--- config.mk ---
export PLATFORM = sky130hd
export DESIGN_NAME = serial_adder_ctrl
export DESIGN_NICKNAME = d
export VERILOG_FILES = /design/src/rtl/serial_adder_ctrl.sv
export SDC_FILE = /design/constraint.sdc
export NUM_CORES = 1
export LEC_CHECK = 0
export BUFFER_PORTS_ARGS = -buffer_cell sky130_fd_sc_hd__buf_2
export CORE_ASPECT_RATIO = 0.5
export CORE_UTILIZATION = 40
export DETAILED_ROUTE_END_ITERATION = 16
export PLACE_DENSITY = 0.58
export SLEW_MARGIN = 20
export SYNTH_ARGS = -nofsm -noshare
export SYNTH_HDL_FRONTEND = slang
export SYNTH_HIERARCHICAL = 1
export SYNTH_SLANG_ARGS = --single-unit
--- constraint.sdc ---
create_clock -name clk -period 2.39 [get_ports clk]
set_clock_uncertainty 0.15 [all_clocks]
set_input_delay 0.717 -clock clk [delete_from_list [all_inputs] [get_ports clk]]
set_output_delay 0.717 -clock clk [all_outputs]
set_load 0.05 [all_outputs]
--- src/rtl/serial_adder_ctrl.sv ---
// Bit-serial adder: one full_adder stepped LSB-first for WIDTH cycles with a registered carry,
// operands taken on a valid/ready input handshake and the result held for a valid/ready output.

module full_adder (
  input  logic a_i,
  input  logic b_i,
  input  logic ci_i,
  output logic s_o,
  output logic co_o
);
  assign s_o  = a_i ^ b_i ^ ci_i;
  assign co_o = (a_i & b_i) | (ci_i & (a_i ^ b_i));
endmodule

// state | meaning
// IDLE  | waiting for operands, in_ready high
// RUN   | one adder bit per cycle, LSB first
// DONE  | result held until out_ready
module serial_adder_ctrl #(
  parameter int WIDTH = 8
) (
  input  logic             clk,
  input  logic             rst_n,
  input  logic             in_valid,
  output logic             in_ready,
  input  logic [WIDTH-1:0] a,
  input  logic [WIDTH-1:0] b,
  input  logic             cin,
  output logic             out_valid,
  input  logic             out_ready,
  output logic [WIDTH-1:0] sum,
  output logic             cout,
  output logic             busy
);
  localparam int CW = (WIDTH > 1) ? $clog2(WIDTH) : 1;
  localparam logic [CW-1:0] LAST = CW'(WIDTH - 1);

  typedef enum logic [1:0] {S_IDLE, S_RUN, S_DONE} state_t;

  state_t           state_q, state_d;
  logic [WIDTH-1:0] a_sh_q, b_sh_q, res_sh_q, sum_q;
  logic [WIDTH-1:0] res_next;
  logic             carry_q, cout_q;
  logic [CW-1:0]    cnt_q;
  logic             fa_s, fa_co;

  full_adder u_fa (
    .a_i  (a_sh_q[0]),
    .b_i  (b_sh_q[0]),
    .ci_i (carry_q),
    .s_o  (fa_s),
    .co_o (fa_co)
  );

  // the new bit enters at the MSB so after WIDTH steps the LSB sits at bit 0
  generate
    if (WIDTH == 1) begin : g_w1
      assign res_next = fa_s;
    end else begin : g_wn
      assign res_next = {fa_s, res_sh_q[WIDTH-1:1]};
    end
  endgenerate

  always_ff @(posedge clk) begin
    if (!rst_n) state_q <= S_IDLE;
    else        state_q <= state_d;
  end

  always_comb begin
    state_d = state_q;
    case (state_q)
      S_IDLE:  if (in_valid) state_d = S_RUN;
      S_RUN:   if (cnt_q == LAST) state_d = S_DONE;
      S_DONE:  if (out_ready) state_d = S_IDLE;
      default: state_d = S_IDLE;
    endcase
  end

  always_comb begin
    in_ready  = (state_q == S_IDLE);
    busy      = (state_q == S_RUN);
    out_valid = (state_q == S_DONE);
  end

  always_ff @(posedge clk) begin
    if (!rst_n) begin
      a_sh_q   <= '0;
      b_sh_q   <= '0;
      res_sh_q <= '0;
      carry_q  <= 1'b0;
      cnt_q    <= '0;
      sum_q    <= '0;
      cout_q   <= 1'b0;
    end else begin
      case (state_q)
        S_IDLE: begin
          if (in_valid) begin
            a_sh_q  <= a;
            b_sh_q  <= b;
            carry_q <= cin;
            cnt_q   <= '0;
          end
        end
        S_RUN: begin
          res_sh_q <= res_next;
          a_sh_q   <= a_sh_q >> 1;
          b_sh_q   <= b_sh_q >> 1;
          carry_q  <= fa_co;
          if (cnt_q == LAST) begin
            sum_q  <= res_next;
            cout_q <= fa_co;
          end else begin
            cnt_q  <= cnt_q + CW'(1);
          end
        end
        default: ;
      endcase
    end
  end

  assign sum  = sum_q;
  assign cout = cout_q;
endmodule
Word level (Yosys, flattened, before mapping) --
Cells that the tools add are included.
Storage, ports and cells: flip-flop bits (word level) 39, input bits 21
Cells by class: $add $sub $neg 1, equality and inequality tests 7, muxes and demuxes 13, bitwise logic cells 5, reductions and logical operators 6
Operators with widths (count):
- $pmux 8 s2 | 2
- $mux 8 | 2
- $mux 2 | 3
- $mux 3 | 2
- $pmux 2 s3 | 1
- $pmux 3 s2 | 1
- $reduce_and 3->1 | 2
- $ne 2x1->1 const B | 2
- $ne 2x2->1 const B | 2
- $reduce_and 2->1 | 2
- $add 3x1->3 const B | 1
- $eq 3x3->1 const B | 1
- $and 1x1->1 | 2
- $eq 2x1->1 const B | 1
- $eq 2x2->1 const B | 1
- $logic_not 2->1 | 1
- $pmux 1 s2 | 1
- $reduce_bool 2->1 | 1
- $xor 1x1->1 | 2
- $mux 1 | 1
- $or 1x1->1 | 1

Logic depth before layout (Yosys ltp) --
depth in word-level cells 4, depth in mapped cells 7

Cells and area by module --
The synthesis kept the hierarchy.
By module, submodules not included:
- serial_adder_ctrl | times used 1, cells an instance 176, area an instance 1767.9 µm²
- full_adder | times used 1, cells an instance 1, area an instance 20.0 µm²

Worst setup path after synthesis --
Ideal clock, no wire load.
kind flip-flop to output port, start point register state_q[1], end point output port out_valid, arrival 1167 ps, required time 1523 ps, path slack 356 ps, stages on the path, launching flop included 3, buffers on the path 1, path through dfxtp_1 -> buf_6 -> nor2b_1
Between the ends: cells in the longest elaborated chain, start to end 1
RTL lines:
- start, declared | line 40 | state_t state_q, state_d;
- start signal, assigned | line 66 | else state_q <= state_d;
- $eq 2x2->1 | line 82 | out_valid = (state_q == S_DONE);
- end, declared | line 29 | output logic out_valid,
No other way between the ends.

Worst setup path after layout --
start point register state_q[1], end point output port busy
Between the ends: cells in the longest elaborated chain, start to end 1
RTL lines:
- $eq 2x1->1 | line 81 | busy = (state_q == S_RUN);
- end, declared | line 33 | output logic busy
No other way between the ends.

==> results.md <==
* Status: finished clean
* Post-CTS sizing at 0
* Largest net degree at the start of global routing at 39
* Iteration-0 DRC Markers at 22
* Io pins at 33
* Met2 wire len at roughly 1.3 mm
* Pwr dens at 689 mW/mm^2
* Minimum clock period at 2.24 ns
* Met3 wire length at 145 um
* Hold depth at 2
* CTS clk-pin slew, worst paths at 0.08 ns
* Worst endpoint required time at 1.52 ns
* Max-cap viol count at 0
* RSZ-0062 raised after global routing: false
* Crit end category: output pin
* Worst Tran Pin Value at 0.553 ns
* FP Rows at 16
* All-Layer GR Usage at 15.0%
* Slew Viols, Final at 0
* WL final at approximately 3.2 mm
* Avg Synthesized Cell Area at 10.1 sq um
* Smallest hold slack at roughly 0.30 ns
* Hold Fails Final Rpt at 0
* Die Y at about 49 um
* Share of layout cells above drive strength 1 at 39.3%
* Die Area at roughly 0.0048 sq mm
* Crit Path Class: register to output pin
* Hold Startpoint: sum[1]$_SDFFE_PN0P_
* Clk sink count at 38
* Critical Path Source Type: register
* Vias in the first global route at 1197
* Grt ovf at 0
* P&R area growth vs syn at 12.9%
* Area of the multi-input gates at 883 sq um
* Mapped Cells at 177
* Crit Reg-Reg Endpoint: b_sh_q[4]$_SDFFE_PN0P_
* Fill count at 404
* Storage element area at 761 sq um
* Via density at 4.84
* Syn Std Cell Area at approximately 0.0018 sq mm
* Gpl congestion at 0.686
* Worst-skew pair later-pin latency at 0.29 ns
* Uppermost routed layer: met4
* Syn. warnings at 6
* Setup_tns at 0 ns
* Core ar. at 0.00408 sq mm
* Endpoints failing setup at 0
* Initial Utilization at between 40% and 50%
* Hold Path Sink: sum[1]$_SDFFE_PN0P_
* Dpl hpwl at 2.07 mm
* TritonCTS clock tree: built
* M1 WL at 1.62 mm
* Crit path DAT at 1.37 ns
* Vias at 1259
* Relative slew slack at between 60% and 70%
* H-Tree Depth at 2
* First-pass GRT wire length at 5.40 mm
* PortBufs at 32
* Worst reg2reg path depth at 4
* DRT antenna net count at 0
* Worst ir drop on vdd at ~0.00024 V
* Sequential area share after synthesis at 42.5%
* Num CTS Buffers at 5
* Seq cells post-synth at 38
* Clk root buf: clkbuf_8
* Hold Buf Count CTS at 0
* Nets at 229
* Syn_nets at 201
* # DRC at 0
* Antenna violations before repair at 0
* Die width at 96.6 um
* Clk buf depth at 2
* Hold WC Path Type: register to register
* R2R Setup Slk at 0.47 ns
* Drt pass-1 iters at 4
* Pleak at 0.788 nW
* Netlist cell types at 31
* Number of buffers inserted by post-CTS setup repair at 0
* Diode count at 0
* FF-to-FF Start: state_q[0]$_SDFFE_PN0P_
* Crit share post-route at 93.6%
* Crit-path max FO at 16
* Highest clock rate at 447 MHz
* Drt wl/cell at 12.1 um
==> cell type report <==
cell class	count	share of cell area [%]
inverters	3	0.805
clock buffers	5	3.41
clock inverters	3	1.98
multi-input cells	122	43.7
well taps	54	3.35
flip-flops and latches	38	37.7
repair buffers	35	9.05
==> kinds of logic (layout without fill, tap and decap cells) <==
family | count (synthesis) | in the layout | share of synthesized area (%)
simple gates | 63 | 63 | 18.3
compound gates | 39 | 39 | 19.0
flops | 38 | 38 | 42.5
mux | 17 | 17 | 9.52
buf+inv | 17 | 46 | 8.05
fa+ha+maj | 3 | 3 | 2.52
==> where the power goes <==
group	leakage (nW)	switching [W]	total, W	internal [W]
clock	0.0579	0.000228	0.000536	0.000307
combinational	0.419	0.0000973	0.000169	0.0000713
sequential	0.311	0.0000232	0.000687	0.000663
==> synth_stat cells <==
master	number	share of area [%]
dfxtp_1	38	43
nand2_1	25	5.2
mux2i_1	17	9.5
a211oi_2	15	10
a21oi_1	15	4.2
nor2_2	15	5.2
nand3_1	10	2.8
nor2_1	5	1.0
a31oi_1	3	1.0
buf_4	3	1.3
buf_6	3	1.9
a21oi_2	2	0.98
a32oi_1	2	0.98
buf_1	2	0.42
buf_2	2	0.56
buf_8	2	1.7
ha_1	2	1.4
inv_1	2	0.42
nand3_2	2	1.1
buf_12	1	1.1
clkbuf_1	1	0.21
clkinv_4	1	0.49
fa_1	1	1.1
nand2b_1	1	0.35
nand2b_4	1	0.77
nand3b_2	1	0.63
nor2b_1	1	0.35
nor3_1	1	0.28
nor4b_1	1	0.49
o21ba_4	1	0.91
o21bai_1	1	0.42
==> metrics by stage <==
stage	area (sq um)	setup WS, ns	utilization [%]	total power, W	std cells
5_1_grt	2020	0.0601	49.4	0.00147	260
2_1_floorplan	1790	0.356	-	0.000850	177
3_5_place_dp	1910	0.437	46.8	0.000872	252
4_1_cts	2020	0.139	49.4	0.00142	260
6_report	2020	0.154	49.4	0.00139	260
3_3_place_gp	1910	0.497	46.8	0.000870	252
==> layer usage <==
layer	GRT usage [%]	vias up
met5	0	-
met4	5.15	0
met3	5.61	5
met2	21.6	22
met1	20.5	564
li1	-	668
==> sequential cells by signal, indices dropped and copies added (netlist names) <==
signal    count
a_sh_q        8
b_sh_q        8
carry_q       1
cnt_q         3
cout          1
res_sh_q      7
state_q       2
sum           8
==> layout by cell type (no fill, tap or decap), drive strengths merged, types with 3 or more instances in the layout <==
cell	count
a31oi	3
a211oi	15
dfxtp	38
a21oi	17
nand2	25
buf	35
nand3	12
clkbuf	5
clkinv	3
mux2i	17
nor2	20
==> critical path: stages, from the launching register on <==
cell and delay (ns):
dfxtp_1 0.46, nand2b_4 0.24, clkinv_4 0.13, buf_2 0.24
==> worst max-delay path by stage <==
stage                             endpoint  cells past startpoint                    start  slack [ns]
floorplan                        out_valid                      2  state_q[1]$_SDFFE_PN0P_        0.36
global placement    a_sh_q[5]$_SDFFE_PN0P_                      4  state_q[0]$_SDFFE_PN0P_        0.50
detailed placement  b_sh_q[4]$_SDFFE_PN0P_                      4  state_q[0]$_SDFFE_PN0P_        0.44
CTS                                   busy                      3  state_q[1]$_SDFFE_PN0P_        0.14
global route                          busy                      3  state_q[1]$_SDFFE_PN0P_        0.06
finish                                busy                      3  state_q[1]$_SDFFE_PN0P_        0.15
Note: power is estimated with default switching activity, not from simulation.
